## src/rtl/fifo_pack_gearbox_pkg.sv

```systemverilog
// Shared definitions for the narrow-to-wide FIFO packer and its downstream
// unpacker.
//   pack_cnt_bits(n) : width of a beat counter that can hold 0..n
//   t_pack_meta      : per-entry metadata {count, last} stored beside the data
package fifo_pack_pkg;

    function automatic int pack_cnt_bits(input int n);
        return $clog2(n + 1);
    endfunction

    // Metadata layout sized for the default ratio of 8 beats per entry.
    localparam int PACK_META_RATIO    = 8;
    localparam int PACK_META_CNT_BITS = pack_cnt_bits(PACK_META_RATIO);

    typedef struct packed {
        logic [PACK_META_CNT_BITS-1:0] count;
        logic                          last;
    } t_pack_meta;

endpackage

```

## src/rtl/fifo_pack_gearbox_if.sv

```systemverilog
// Bundle of the producer stream and FIFO enqueue signals around the packer.
//   in_data/in_valid/in_last/in_ready : narrow beat stream (valid/ready)
//   out_data/out_count/out_last       : packed entry toward the FIFO
//   out_en                            : enqueue strobe
//   out_almostFull                    : FIFO back-pressure
// master = environment side (producer + FIFO), slave = the packer.
interface fifo_pack_gearbox_if #(
    parameter int N_IN_BITS = 64,
    parameter int N_RATIO   = 8
);
    import fifo_pack_pkg::*;

    localparam int N_OUT_BITS = N_IN_BITS * N_RATIO;
    localparam int N_CNT_BITS = pack_cnt_bits(N_RATIO);

    logic [N_IN_BITS-1:0]  in_data;
    logic                  in_valid;
    logic                  in_last;
    logic                  in_ready;
    logic [N_OUT_BITS-1:0] out_data;
    logic [N_CNT_BITS-1:0] out_count;
    logic                  out_last;
    logic                  out_en;
    logic                  out_almostFull;

    modport master (
        output in_data, in_valid, in_last, out_almostFull,
        input  in_ready, out_data, out_count, out_last, out_en
    );

    modport slave (
        input  in_data, in_valid, in_last, out_almostFull,
        output in_ready, out_data, out_count, out_last, out_en
    );

endinterface

```

## src/rtl/fifo_pack_gearbox.sv

```systemverilog
// Packs N_RATIO narrow beats (or fewer, when in_last arrives early) into one
// wide FIFO entry and writes it with a single out_en pulse, honouring the
// FIFO's almostFull.
// Ports:
//   clk   : clock
//   reset : synchronous, active-high
//   bus   : fifo_pack_gearbox_if.slave (beat stream in, FIFO enqueue out)
module fifo_pack_gearbox
    import fifo_pack_pkg::*;
#(
    parameter int N_IN_BITS = 64,
    parameter int N_RATIO   = 8
) (
    input  logic               clk,
    input  logic               reset,
    fifo_pack_gearbox_if.slave bus
);

    localparam int N_OUT_BITS = N_IN_BITS * N_RATIO;
    localparam int N_CNT_BITS = pack_cnt_bits(N_RATIO);

    logic [N_OUT_BITS-1:0] asm_data;
    logic [N_CNT_BITS-1:0] asm_cnt;
    logic [N_OUT_BITS-1:0] next_data;

    logic                  emit_valid;
    logic [N_OUT_BITS-1:0] emit_data;
    logic [N_CNT_BITS-1:0] emit_count;
    logic                  emit_last;

    logic                  out_en;
    logic                  accept;
    logic                  entry_done;

    // Drain and refill may coincide: when the held entry leaves this cycle
    // the packer can already accept the beat that completes the next one.
    assign out_en       = emit_valid && !bus.out_almostFull;
    assign bus.in_ready = !reset && !(emit_valid && bus.out_almostFull);
    assign accept       = bus.in_valid && bus.in_ready;
    assign entry_done   = bus.in_last || (asm_cnt == N_CNT_BITS'(N_RATIO - 1));

    // Assembly data with the incoming beat merged in. Slots above the new
    // beat still hold beats of an earlier entry and are cleared here, so a
    // short entry leaves the packer zero-padded.
    always_comb begin
        next_data = '0;
        for (int k = 0; k < N_RATIO; k++) begin
            if (k < int'(asm_cnt))
                next_data[k*N_IN_BITS +: N_IN_BITS] = asm_data[k*N_IN_BITS +: N_IN_BITS];
            else if (k == int'(asm_cnt))
                next_data[k*N_IN_BITS +: N_IN_BITS] = bus.in_data;
        end
    end

    // Assembly data: only slots below asm_cnt are ever read, so no reset.
    always_ff @(posedge clk) begin
        if (accept)
            asm_data <= next_data;
    end

    // Assembly counter and emit register
    always_ff @(posedge clk) begin
        if (reset) begin
            asm_cnt    <= '0;
            emit_valid <= 1'b0;
            emit_data  <= '0;
            emit_count <= '0;
            emit_last  <= 1'b0;
        end else begin
            if (accept) begin
                if (entry_done) begin
                    asm_cnt    <= '0;
                    emit_data  <= next_data;
                    emit_count <= asm_cnt + 1'b1;
                    emit_last  <= bus.in_last;
                end else begin
                    asm_cnt <= asm_cnt + 1'b1;
                end
            end

            if (accept && entry_done)
                emit_valid <= 1'b1;
            else if (out_en)
                emit_valid <= 1'b0;
        end
    end

    assign bus.out_en    = out_en;
    assign bus.out_data  = emit_data;
    assign bus.out_count = emit_count;
    assign bus.out_last  = emit_last;

    a_no_overflow : assert property (@(posedge clk) disable iff (reset)
        out_en |-> !bus.out_almostFull);
    a_count_nonzero : assert property (@(posedge clk) disable iff (reset)
        out_en |-> (emit_count != '0));

endmodule
```

## src/flat_wrapper.sv

```systemverilog
// flat-port wrapper written by rule: the top's interface ports become plain ports
module fifo_pack_gearbox_flat import fifo_pack_pkg::*;
#(
    parameter int N_IN_BITS = 64,
    parameter int N_RATIO   = 8
)
  (clk, reset, bus_in_data, bus_in_valid, bus_in_last, bus_out_almostFull, bus_in_ready, bus_out_data, bus_out_count, bus_out_last, bus_out_en);
  fifo_pack_gearbox_if #(.N_IN_BITS(N_IN_BITS), .N_RATIO(N_RATIO)) bus_i ();
  input  logic clk;
  input  logic reset;
  input wire logic [$bits(bus_i.in_data)-1:0] bus_in_data;
  input wire logic [$bits(bus_i.in_valid)-1:0] bus_in_valid;
  input wire logic [$bits(bus_i.in_last)-1:0] bus_in_last;
  input wire logic [$bits(bus_i.out_almostFull)-1:0] bus_out_almostFull;
  output wire logic [$bits(bus_i.in_ready)-1:0] bus_in_ready;
  output wire logic [$bits(bus_i.out_data)-1:0] bus_out_data;
  output wire logic [$bits(bus_i.out_count)-1:0] bus_out_count;
  output wire logic [$bits(bus_i.out_last)-1:0] bus_out_last;
  output wire logic [$bits(bus_i.out_en)-1:0] bus_out_en;
  assign bus_i.in_data = bus_in_data;
  assign bus_i.in_valid = bus_in_valid;
  assign bus_i.in_last = bus_in_last;
  assign bus_i.out_almostFull = bus_out_almostFull;
  assign bus_in_ready = bus_i.in_ready;
  assign bus_out_data = bus_i.out_data;
  assign bus_out_count = bus_i.out_count;
  assign bus_out_last = bus_i.out_last;
  assign bus_out_en = bus_i.out_en;
  fifo_pack_gearbox #(.N_IN_BITS(N_IN_BITS), .N_RATIO(N_RATIO)) u_core (.clk(clk), .reset(reset), .bus(bus_i));
endmodule
```

## config.mk

```make
export PLATFORM = sky130hd
export DESIGN_NAME = fifo_pack_gearbox_flat
export DESIGN_NICKNAME = d
export VERILOG_FILES = /design/src/rtl/fifo_pack_gearbox_pkg.sv /design/src/rtl/fifo_pack_gearbox_if.sv /design/src/rtl/fifo_pack_gearbox.sv /design/src/flat_wrapper.sv
export SDC_FILE = /design/constraint.sdc
export NUM_CORES = 2
export LEC_CHECK = 0
export ABC_AREA = 1
export CORE_ASPECT_RATIO = 1.25
export CORE_UTILIZATION = 38
export CTS_CLUSTER_DIAMETER = 200
export DETAILED_ROUTE_END_ITERATION = 8
export PLACE_DENSITY = 0.62
export SYNTH_ARGS = -nofsm -noshare
export SYNTH_HDL_FRONTEND = slang
export SYNTH_SLANG_ARGS = --single-unit
```

## constraint.sdc

```tcl
create_clock -name clk -period 13.9 [get_ports clk]
set_clock_uncertainty 0.05 [all_clocks]
set_input_delay 2.78 -clock clk [delete_from_list [all_inputs] [get_ports clk]]
set_output_delay 2.78 -clock clk [all_outputs]
set_load 0.05 [all_outputs]
```

==> metrics.csv <==
stage,metric,value,unit
clock_network,clk_pin_slew,0.06,ns
sta,period_needed,8.28,ns
placed_design,placed_cell_area,50700,sq um
power,vdd_drop_max,0.0000874,V
cells_and_area,nFillCells,11407,
sta,max_freq,121,MHz
yosys,ys_warn_count,0,
yosys,synthArstFlopShare,0,
critical_path,regToRegEndpoint,u_core.bus.out_data[334],
placed_design,gp_routability_congestion,0.831,
route,viasPerCell,4.84,
grt,grt-busiest-layer,met2,
power,powerDensity,133,nW/um^2
power,post-layout-total-power,7.23,mW
critical_path,crit_required,11.07,ns
critical_path,cp_data_arrival_time,5.45,ns
clock_network,post_cts_buffers,0,
sta,worst_pin_slew,1.31,ns
grt,met2_usage,0.380,
yosys,ys_ff_latch,1034,
route,wirelength,146,mm
grt,grt_max_degree,235,
placed_design,portBuffers,587,
sta,max_slew_margin,0.128,
sta,rsz0062_at_grt,false,
floorplan,die_w,307,microns
critical_path,r2r_slack,8.80,ns
min_path,hp-start,u_core.bus.out_last,
power,p_leak,24.3,nW
clock_network,clkLatencyLatePin,0.73,ns
cells_and_area,register_area,25800,sq um
yosys,syn_area_per_cell,8.04,sq um
yosys,synthFlopType,dfxtp_1,
route,vias,36445,
critical_path,cp_max_fo,136,
route,drcViolationCount,0,
grt,antenna_found_initial,13,
critical_path,crit_path_start_kind,input pin,
floorplan,num_rows,139,
yosys,netlist_area,44200,sq um
yosys,synth_cell_type_count,23,
yosys,ys_seq_area_frac,0.584,
clock_network,cts_hold_buf,0,
clock_network,tritoncts,done,
critical_path,path_class,in -> out,
yosys,synth_commonest_cells,"1,686 x nand2_1, 922 x nor2_1, 688 x inv_1",
grt,grtUsageMet1,0.320,
min_path,hp-class,reg -> reg,
route,drt_iter0_drc,3326,
cells_and_area,multi_input_area,14100,sq um
route,antenna_left,0,
run,max-cap-violations,0,
placed_design,dp.cells,7330,
yosys,yosys-top-cells-area,"edfxtp_1 35%, dfxtp_1 24%, nand2_1 14%",
route,drtPass1Iterations,5,
sta,worst_slack,5.62,ns
yosys,synth_top_area_share,0.348,
grt,grt_pass1_wl,215,mm
placed_design,hpwl,90.9,mm
yosys,synth.most_common_cell,nand2_1,
clock_network,cts-root-buf,clkbuf_16,
cells_and_area,final_area,54300,sq um
min_path,hold_depth,2,
critical_path,crit_path_end_kind,primary output,
sta,finalHoldViolCount,0,
floorplan,fp.coreArea,115000,sq um
clock_network,clkSinkCount,1034,
grt,use_met3,0.0541,
sta,maxSlewViolCount,0,
floorplan,die_h,383,microns
clock_network,cts-resized-gates,0,
yosys,syn_nets,5571,
clock_network,numCtsBuffers,106,
cells_and_area,final_cells,7534,
sta,setup_viol,0,
floorplan,initial_utilization,0.384,
outcome,status,completed,
min_path,hold-path-endpoint,u_core.bus.out_last,
cells_and_area,fin_util,0.472,
placed_design,pre_cts_ws,5.59,ns
cells_and_area,layout-drive-gt1-share,0.0390,
yosys,synth_cells,5497,
critical_path,rr_startpoint,u_core.asm_cnt[3],
grt,grt_pass1_vias,34097,
critical_path,reg2regPathDepth,10,
grt,track_usage,0.242,
yosys,synth_enable_flop_cells,512,
sta,fin_tns_setup,0,ns
yosys,synth_top_area_cell,edfxtp_1,
clock_network,h-tree-depth,3,
sta,fin_hold_ws,0.413,ns
clock_network,clk_path_buf_depth,3,
sta,fin_crit_sh,0.596,
cells_and_area,nets,5961,
cells_and_area,syn2layout_area_growth,22.9,%
floorplan,die-area,118000,sq um
grt,grt-ovfl-total,0,
floorplan,boundaryPins,588,
route,drt-wirelength-per-cell,19.3,microns
==> worst max-delay path, cell delays in order <==
cell,delay [ns]
clkdlybuf4s50_1,0.71
inv_8,0.75
nand2_1,0.23
inv_1,0.12
clkdlybuf4s50_1,0.80
==> cell usage in the layout, fill, tap and decap left out, types with 2 or more instances in the layout <==
| cell type | count |
|---|---|
| a21oi_1 | 114 |
| buf_12 | 4 |
| buf_4 | 30 |
| bufinv_16 | 8 |
| clkbuf_1 | 22 |
| clkbuf_16 | 112 |
| clkbuf_8 | 20 |
| clkdlybuf4s50_1 | 587 |
| clkinv_1 | 8 |
| clkinv_2 | 22 |
| clkinv_4 | 3 |
| clkinvlp_4 | 3 |
| dfxtp_1 | 521 |
| diode_2 | 3 |
| edfxtp_1 | 512 |
| ha_1 | 2 |
| ha_4 | 3 |
| inv_1 | 688 |
| inv_2 | 4 |
| inv_6 | 3 |
| inv_8 | 2 |
| nand2_1 | 1681 |
| nand2_4 | 10 |
| nand3_1 | 340 |
| nand4_1 | 3 |
| nor2_1 | 922 |
| nor2_4 | 4 |
| o21ai_0 | 297 |
| o21ai_1 | 49 |
==> state kept, by name, summed over array words and instances, names as in the netlist <==
register              cells
u_core.bus.out_data     512
u_core.bus.out_last       1
u_core.bus.out_count      4
u_core.asm_data         512
u_core.asm_cnt            4
u_core.emit_valid         1
==> cell type report <==
class | instances | share of cell area
Clock buffer | 154 | 0.0582
Clock inverter | 47 | 0.00841
Inverter | 695 | 0.0483
Tap cell | 1551 | 0.0357
Sequential cell | 1034 | 0.476
Timing Repair Buffer | 621 | 0.114
Multi-Input combinational cell | 3429 | 0.260
Antenna cell | 3 | 0.000138
==> worst max path at each step <==
stage               start                endpoint  slack, ns  cells past startpoint
floorplan           reset       u_core.asm_cnt[1]       3.81                      9
global placement    reset  u_core.bus.out_data[2]       5.60                     11
detailed placement  reset  u_core.bus.out_data[8]       5.59                     11
CTS                 reset            bus_in_ready       5.61                      5
global route        reset            bus_in_ready       5.42                      5
finish              reset            bus_in_ready       5.62                      5
==> logic make-up after synthesis <==
group,synth area share
AO/OA/AOI/OAI,0.0521
adder cells (fa/ha/maj),0.00142
buffers and inverters,0.0990
flip-flops,0.584
AND/OR/NAND/NOR,0.263
==> power by group <==
group,internal (mW),switching [mW],total [mW]
clock,1.73,1.25,2.97
sequential,3.33,0.0751,3.40
combinational,0.243,0.613,0.856
==> layer usage <==
| layer | part of all wire | vias up | wire length (microns) |
|---|---|---|---|
| met5 | 0 | - | 0 |
| met4 | 0.040 | 0 | 5780 |
| met3 | 0.077 | 227 | 11200 |
| met2 | 0.45 | 1266 | 66300 |
| met1 | 0.43 | 17132 | 62600 |
| li1 | - | 17820 | - |
Power figures use the tool's default switching activity.
